## src/rtl/grade_average_unit_pkg.sv

```systemverilog
// Shared constants for the serial grade averager: FSM encodings, default widths
// and the fixed divisor used by the iterative divide stage.
package grade_average_unit_pkg;

  localparam logic [1:0] ST_COLLECT = 2'd0;
  localparam logic [1:0] ST_DIVIDE  = 2'd1;
  localparam logic [1:0] ST_DONE    = 2'd2;

  localparam int DEFAULT_W              = 4;
  localparam int DEFAULT_PASS_THRESHOLD = 6;
  localparam int DIVISOR                = 3;

endpackage

```

## src/rtl/grade_average_unit_div3_iter.sv

```systemverilog
// Subtract-by-3 divider: load captures the dividend, then each enabled cycle
// removes one divisor until the working remainder drops below it.
module div3_iter
  import grade_average_unit_pkg::*;
#(
  parameter int W = DEFAULT_W
) (
  input  logic         clk,
  input  logic         rst_n,
  input  logic         clr,
  input  logic         load,
  input  logic [W+1:0] sum,
  input  logic         enable,
  output logic [W-1:0] quotient,
  output logic [1:0]   remainder,
  output logic         done
);

  localparam logic [W+1:0] DIV_C = (W+2)'(DIVISOR);

  logic [W+1:0] r_rem;
  logic [W-1:0] r_quot;
  logic         w_below;

  assign w_below = (r_rem < DIV_C);

  // ---- iteration stage: clear beats load, load beats a subtract step ----
  always_ff @(posedge clk or negedge rst_n) begin
    if (!rst_n) begin
      r_rem  <= '0;
      r_quot <= '0;
    end else if (clr) begin
      r_rem  <= '0;
      r_quot <= '0;
    end else if (load) begin
      r_rem  <= sum;
      r_quot <= '0;
    end else if (enable && !w_below) begin
      r_rem  <= r_rem - DIV_C;
      r_quot <= r_quot + W'(1);
    end
  end

  // Once below the divisor the remainder is at most 2, so two bits carry it out.
  assign quotient  = r_quot;
  assign remainder = r_rem[1:0];
  assign done      = w_below;

endmodule

```

## src/rtl/grade_average_unit.sv

```systemverilog
// Serial grade averager: collects three grades over a valid/ready stream,
// divides their sum by 3 iteratively and offers avg/rem/pass downstream.
module grade_average_unit
  import grade_average_unit_pkg::*;
#(
  parameter int W              = DEFAULT_W,
  parameter int PASS_THRESHOLD = DEFAULT_PASS_THRESHOLD
) (
  input  logic         clk,
  input  logic         rst_n,
  input  logic         abort,
  input  logic         in_valid,
  output logic         in_ready,
  input  logic [W-1:0] grade_in,
  output logic         out_valid,
  input  logic         out_ready,
  output logic [W-1:0] avg,
  output logic [1:0]   rem,
  output logic         pass,
  output logic [1:0]   grade_count
);

  localparam logic [W-1:0] PASS_TH = W'(PASS_THRESHOLD);

  logic [1:0]   r_state;
  logic [1:0]   w_state_next;
  logic [W+1:0] r_sum;
  logic [1:0]   r_count;
  logic [W-1:0] r_avg;
  logic [1:0]   r_rem;
  logic         r_pass;

  logic         w_accept;
  logic         w_consume;
  logic         w_third;
  logic         w_finish;
  logic [W+1:0] w_sum_acc;
  logic         w_div_en;
  logic [W-1:0] w_div_quot;
  logic [1:0]   w_div_rem;
  logic         w_div_done;

  // abort outranks both handshakes, so a grade or consume in that cycle is lost
  assign w_accept  = in_valid && in_ready && !abort;
  assign w_consume = out_valid && out_ready && !abort;
  assign w_third   = w_accept && (r_count == 2'd2);
  assign w_sum_acc = r_sum + {2'b00, grade_in};
  assign w_div_en  = (r_state == ST_DIVIDE);
  assign w_finish  = w_div_en && w_div_done && !abort;

  div3_iter #(.W(W)) u_div (
    .clk       (clk),
    .rst_n     (rst_n),
    .clr       (abort),
    .load      (w_third),
    .sum       (w_sum_acc),
    .enable    (w_div_en),
    .quotient  (w_div_quot),
    .remainder (w_div_rem),
    .done      (w_div_done)
  );

  // ---- FSM state register ----
  always_ff @(posedge clk or negedge rst_n) begin
    if (!rst_n) r_state <= ST_COLLECT;
    else        r_state <= w_state_next;
  end

  always_comb begin
    w_state_next = r_state;
    case (r_state)
      ST_COLLECT: if (w_third)    w_state_next = ST_DIVIDE;
      ST_DIVIDE:  if (w_div_done) w_state_next = ST_DONE;
      ST_DONE:    if (out_ready)  w_state_next = ST_COLLECT;
      default:                    w_state_next = ST_COLLECT;
    endcase
    if (abort) w_state_next = ST_COLLECT;
  end

  always_comb begin
    in_ready  = (r_state == ST_COLLECT);
    out_valid = (r_state == ST_DONE);
  end

  // ---- accumulator stage ----
  always_ff @(posedge clk or negedge rst_n) begin
    if (!rst_n) begin
      r_sum   <= '0;
      r_count <= '0;
    end else if (abort) begin
      r_sum   <= '0;
      r_count <= '0;
    end else if (w_accept) begin
      r_sum   <= w_sum_acc;
      r_count <= w_third ? 2'd0 : r_count + 2'd1;
    end else if (w_consume) begin
      r_sum   <= '0;
    end
  end

  // ---- result stage: captured once, held through backpressure and after ----
  always_ff @(posedge clk or negedge rst_n) begin
    if (!rst_n) begin
      r_avg  <= '0;
      r_rem  <= '0;
      r_pass <= 1'b0;
    end else if (w_finish) begin
      r_avg  <= w_div_quot;
      r_rem  <= w_div_rem;
      r_pass <= (w_div_quot >= PASS_TH);
    end
  end

  assign avg         = r_avg;
  assign rem         = r_rem;
  assign pass        = r_pass;
  assign grade_count = r_count;

endmodule

```

## config.mk

```make
export PLATFORM = sky130hd
export DESIGN_NAME = grade_average_unit
export DESIGN_NICKNAME = d
export VERILOG_FILES = /design/src/rtl/grade_average_unit_pkg.sv /design/src/rtl/grade_average_unit_div3_iter.sv /design/src/rtl/grade_average_unit.sv
export SDC_FILE = /design/constraint.sdc
export NUM_CORES = 1
export LEC_CHECK = 0
export CORE_MARGIN = 2
export CORE_UTILIZATION = 40
export CTS_CLUSTER_SIZE = 12
export DETAILED_ROUTE_END_ITERATION = 12
export HOLD_SLACK_MARGIN = 0.15
export PLACE_DENSITY_LB_ADDON = 0.05
export SLEW_MARGIN = 20
export SYNTH_ARGS = -nofsm -noshare
export SYNTH_HDL_FRONTEND = slang
export SYNTH_SLANG_ARGS = --single-unit
```

## constraint.sdc

```tcl
create_clock -name clk -period 1.9 [get_ports clk]
set_input_delay 0.19 -clock clk [delete_from_list [all_inputs] [get_ports clk]]
set_output_delay 0.19 -clock clk [all_outputs]
set_load 0.01 [all_outputs]
```

Word-level counts from Yosys, hierarchy flattened
Index checks and enable logic that the tools add are counted.

Output and inout bits: 11. Logic and storage cells: 52. Bits of input ports: 9. Bits in registers: 27.

Multiplexer cells: 17. Equal/unequal tests: 6. Add/subtract/negate cells: 4. $lt $le $gt $ge: 2. Reductions and logical operators: 15.

Operators by type and width (count): 2-to-1 mux 6 bit (6); 2-to-1 mux 2 bit (7); 2-to-1 mux 4 bit (3); logical AND 1 bit (8); adder 6 x 4 -> 6 bit (1); less-than comparator 6 x 2 -> 1 bit, second input constant (1); != test 3 x 2 -> 1 bit, second input constant (2); case mux 2 bit (3 select lines) (1); nonzero test 3 bit (2); subtractor 6 x 2 -> 6 bit, second input constant (1); adder 4 x 1 -> 4 bit, second input constant (1); == test 2 bit, second input constant (2); >= comparator 4 x 3 -> 1 bit, second input constant (1); != test 3 bit, second input constant (1); AND reduction 3 bit (1); adder 2 x 1 -> 2 bit, second input constant (1); == test 2 x 1 -> 1 bit, second input constant (1); zero test 1 bit (2); zero test 2 bit (1); nonzero test 2 bit (1).

Depth between registers and ports, before layout
Word-level depth: 7. Mapped depth: 7. Mapped depth without buffers: 6.

Hierarchy
From an unflattened synthesis, not the netlist that was laid out.

Cell total of the unflattened synthesis: 145. Area, all modules: 1577.8 µm².

Modules (own cells, without submodules): grade_average_unit (cells each 74, area each 895.9 µm², seq. area each 425.4 µm², times used 1); div3_iter (cells each 71, area each 681.9 µm², seq. area each 250.2 µm², times used 1).

Worst setup path before layout
OpenSTA, ideal clock, no wires.

Kind: register -> register. Start: reg r_sum[0]. End: reg u_div.r_rem[4]. Setup slack: 0.144 ns. Data required time: 1.774 ns. Arrival time: 1.630 ns. Library setup time: 0.126 ns. Period minus slack after synthesis: 1.756 ns. Path buffers: 0. Stages on the path, launching flop included: 7. Cell sequence: dfrtp_1 -> ha_1 -> fa_1 -> a21o_1 -> a21oi_1 -> xnor2_1 -> a221o_1.

Longest elaborated chain between the ends: 3.

Ends and longest elaborated chain: start, declared (RTL line grade_average_unit.sv:27) `logic [W+1:0] r_sum;`; start signal, assigned (RTL line grade_average_unit.sv:94) `r_sum <= w_sum_acc;`; adder 6 x 4 -> 6 bit (RTL line grade_average_unit.sv:47) `assign w_sum_acc = r_sum + {2'b00, grade_in};`; 2-to-1 mux 6 bit (RTL line grade_average_unit_div3_iter.sv:35) `end else if (load) begin`; 2-to-1 mux 6 bit (RTL line grade_average_unit_div3_iter.sv:32) `end else if (clr) begin`; end signal, assigned (RTL line grade_average_unit_div3_iter.sv:36) `r_rem <= sum;`; end signal, assigned (RTL line grade_average_unit_div3_iter.sv:39) `r_rem <= r_rem - DIV_C;`; end, declared (RTL line grade_average_unit_div3_iter.sv:21) `logic [W+1:0] r_rem;`.

Every way passes these cells. A chain may end at the register's enable or synchronous reset.

Worst setup path in the final report
Start: reg r_count[0], in the netlist grade_count[0]. End: reg u_div.r_rem[3].

Longest elaborated chain between the ends: 4. Elaborated cells between the ends (all ways): 5. Those cells by class: eq/ne: 1; mux: 2; reduce/logical: 2.

Ends and longest elaborated chain: start, declared (RTL line grade_average_unit.sv:28) `logic [1:0] r_count;`; start signal, assigned (RTL line grade_average_unit.sv:95) `r_count <= w_third ? 2'd0 : r_count + 2'd1;`; == test 2 bit (*) (RTL line grade_average_unit.sv:46) `assign w_third = w_accept && (r_count == 2'd2);`; logical AND 1 bit (*) (RTL line grade_average_unit.sv:46); 2-to-1 mux 6 bit (RTL line grade_average_unit_div3_iter.sv:35); 2-to-1 mux 6 bit (RTL line grade_average_unit_div3_iter.sv:32).

Mark *: on every way between the ends. The rest lies on a longest branch, timed or not.

==> impl_results.md <==
- Run status: finished, final reports clean
- Synthesized instance count: 141
- Cell depth of the worst flop-to-flop path: 6
- Global-route usage over all layers: 17.3%
- Root buf cell: clkbuf_8
- Skew-Pair Late Insertion Delay: 0.28 ns
- # setup viols final: 0
- Largest net degree at the start of global routing: 28
- Final WS setup: 0.0916 ns
- Vias: 1,261
- Crit share post-route: 95.2%
- Number of global-route vias before repair: 1,290
- Synthesized area: 1590 um2
- Io pins: 20
- Fmax: 0.553 GHz
- Mapped Nets: 159
- Switching share of power: 29.5%
- Fin Setup TNS: 0 ns
- Final slew viol count: 0
- Setup crit end: u_div.r_rem[3]
- Post-synth top cells: dfrtp_1, a21oi_1, nor2_1, nor3_1, ha_1
- Sequential standard cell area: 678 um2
- Max clock buf depth: 2
- Unrepaired setup endpoints after global routing: false
- Placed Area: 1940 um2
- CTS tree: yes
- Crit start category: flip-flop
- Post-synth top flop: dfrtp_1
- Drt wl/cell: 14.9 um
- Post_cts resized: 0
- Nets@finish: 198
- Multi-input logic area: 872 um2
- Yosys top cell area share: 42.5%
- Min-Delay Path Class: primary input to asynchronous set/reset pin
- Initial Utilization: 42.5%
- Reg-to-reg endpoint: u_div.r_rem[3]
- GRT overflow: 0
- Post-route cell area: 2010 um2
- Comb pwr share: 25.3%
- Diode count: 0
- Clk network pwr share: 25.9%
- # hold bufs at CTS: 0
- CP Capture Type: flip-flop
- Clock transition at path regs: 0.10 ns
- Placed insts: 223
- Cell taking the most area after synthesis: dfrtp_1
- Post-route DRC: 0
- Critical Path AT: 1.97 ns
- Fin. Hold Viols: 0
- H-tree levels: 1
- 1st-iter DRT viols: 71
- Crit path kind: flip-flop to flip-flop
- Max-cap viol count: 0
- Worst r2r src: grade_count[0]
- Drt pass-1 iters: 4
- Worst setup path start: grade_count[0]
- R2R Setup Slk: 0.09 ns
- Port bufs: 19
- Cell variety after synth: 40
- PD cells: 660 nW/um2
- Most frequent cell after synthesis: dfrtp_1
- Layout area overhead: 26.3%
- Antenna viol nets, final: 0
- Synth async-reset ratio: 100%
- Post-CTS setup buffers: 0
- Core area: 3740 um2
- Relative slew slack: 66.9%
- Fin crit period: 1.81 ns
- First-pass GRT wire length: 5.89 mm
- NetSw: 0.392 mW
- Critical path peak fanout: 5
- Inserted Clock Buffers: 3
- Top post-synthesis cells by area: dfrtp_1, mux2_4, ha_1
- Worst Skew: 0.00149 ns
- Flops & latches, synth: 27
- Pre-CTS setup slack: -0.210 ns
- Non-Filler Instances: 227
- Row count: 22
- Share of cells above drive strength 1: 23.5%
- Seq pwr share: 48.8%
- Seq/Total Area, Yosys: 42.5%
- Critical path required time: 2.07 ns
- Sink Count: 27
- Post-DP HPWL: 2.49 mm
- Die ar.: 4500 um2
- Pin slew with the least headroom to its limit: 0.496 ns
- P_leak: 0.943 nW
- Yosys Warn Count: 0
- Post-synth EDFFs: 0
- Peak VDD IR: 433 uV
- Initial antenna violation count: 0
- Filler cell count: 357
- RD Place Congestion: 0.823
- Post-synthesis area per instance: 11.3 um2
- Die span in y: 67.1 um
- Pwr Total: 1.33 mW
- Int Pwr: 0.936 mW
- Die width: 67.1 um
- DRT Wirelength: 3.38 mm
- Vias per inst: 5.56
==> how the worst min path moves through the flow <==
stage,cells past startpoint,slack (ns),endpoint,startpoint
floorplan,0,-0.11,avg[0],rst_n
global placement,1,0.50,avg[1],avg[1]
detailed placement,1,0.50,pass,pass
CTS,2,0.29,rem[0],rst_n
global route,2,0.29,rem[1],rst_n
finish,2,0.28,rem[1],rst_n
==> power groups by stage <==
stage          Combinational, mW  Clock (mW)  Sequential (mW)
2_1_floorplan              0.190           0            0.651
3_3_place_gp               0.322           0            0.656
3_5_place_dp               0.332           0            0.656
4_1_cts                    0.333       0.357            0.646
5_1_grt                    0.370       0.383            0.655
6_report                   0.336       0.343            0.648
==> through the flow <==
stage               hold slack, ns  utilization, %
global route                 0.294            53.7
floorplan                   -0.106               -
detailed placement           0.495            51.9
global placement             0.495            51.9
finish                       0.276            53.7
CTS                          0.290            53.2
==> routing by layer <==
layer	share of wire [%]	wire, um	global-route usage, %
met5	0	0	0
met4	1.8	61	6.12
met3	3.6	120	4.22
met2	48	1630	28.2
met1	46	1570	22.2
==> cell type report <==
class | count | share of cell area, %
timing repair buffer | 38 | 16.6
inverter | 5 | 0.933
clock buffer | 3 | 2.05
tap | 48 | 2.99
sequential | 27 | 33.7
clock inverter | 1 | 0.373
multi-input combinational | 105 | 43.4
==> cells by family (layout without fill, tap and decap cells) <==
kind of cell               after synthesis  in the layout  share of synthesized area [%]
AOI/OAI and AO/OA                       43             43                           19.7
xor gates and xnor gates                 8              8                           4.40
adders and majority gates                9              9                           7.55
buffers and inverters                    9             47                           3.77
DFF                                     27             27                           42.5
muxes                                   10             10                           8.49
and+or+nand+nor                         35             35                           13.6
==> critical path, stage by stage (launching register included) <==
cell and delay, ns:
dfrtp_1 0.39, inv_1 0.06, ha_1 0.24, a21oi_1 0.12, a211o_2 0.38, o211a_1 0.24
a221o_1 0.27
==> layout by cell type, fill, tap and decap left out, drive strengths merged, types with 2 or more instances in the layout <==
cell           instances
dfrtp                 27
clkdlybuf4s50         19
buf                   19
nor2                  13
a21oi                 12
nor3                   9
ha                     8
a22o                   7
mux2                   7
xnor2                  7
inv                    5
a21o                   5
a211oi                 5
mux2i                  3
clkbuf                 3
o21ai                  2
nand2b                 2
o211a                  2
a221o                  2
nand2                  2
a2111oi                2
==> state kept, by name (all words and copies together) (netlist names) <==
name            cells
grade_count         2
r_state             2
avg                 4
u_div.r_rem         6
rem                 2
u_div.quotient      4
r_sum               6
pass                1
Power figures use the tool's default switching activity.
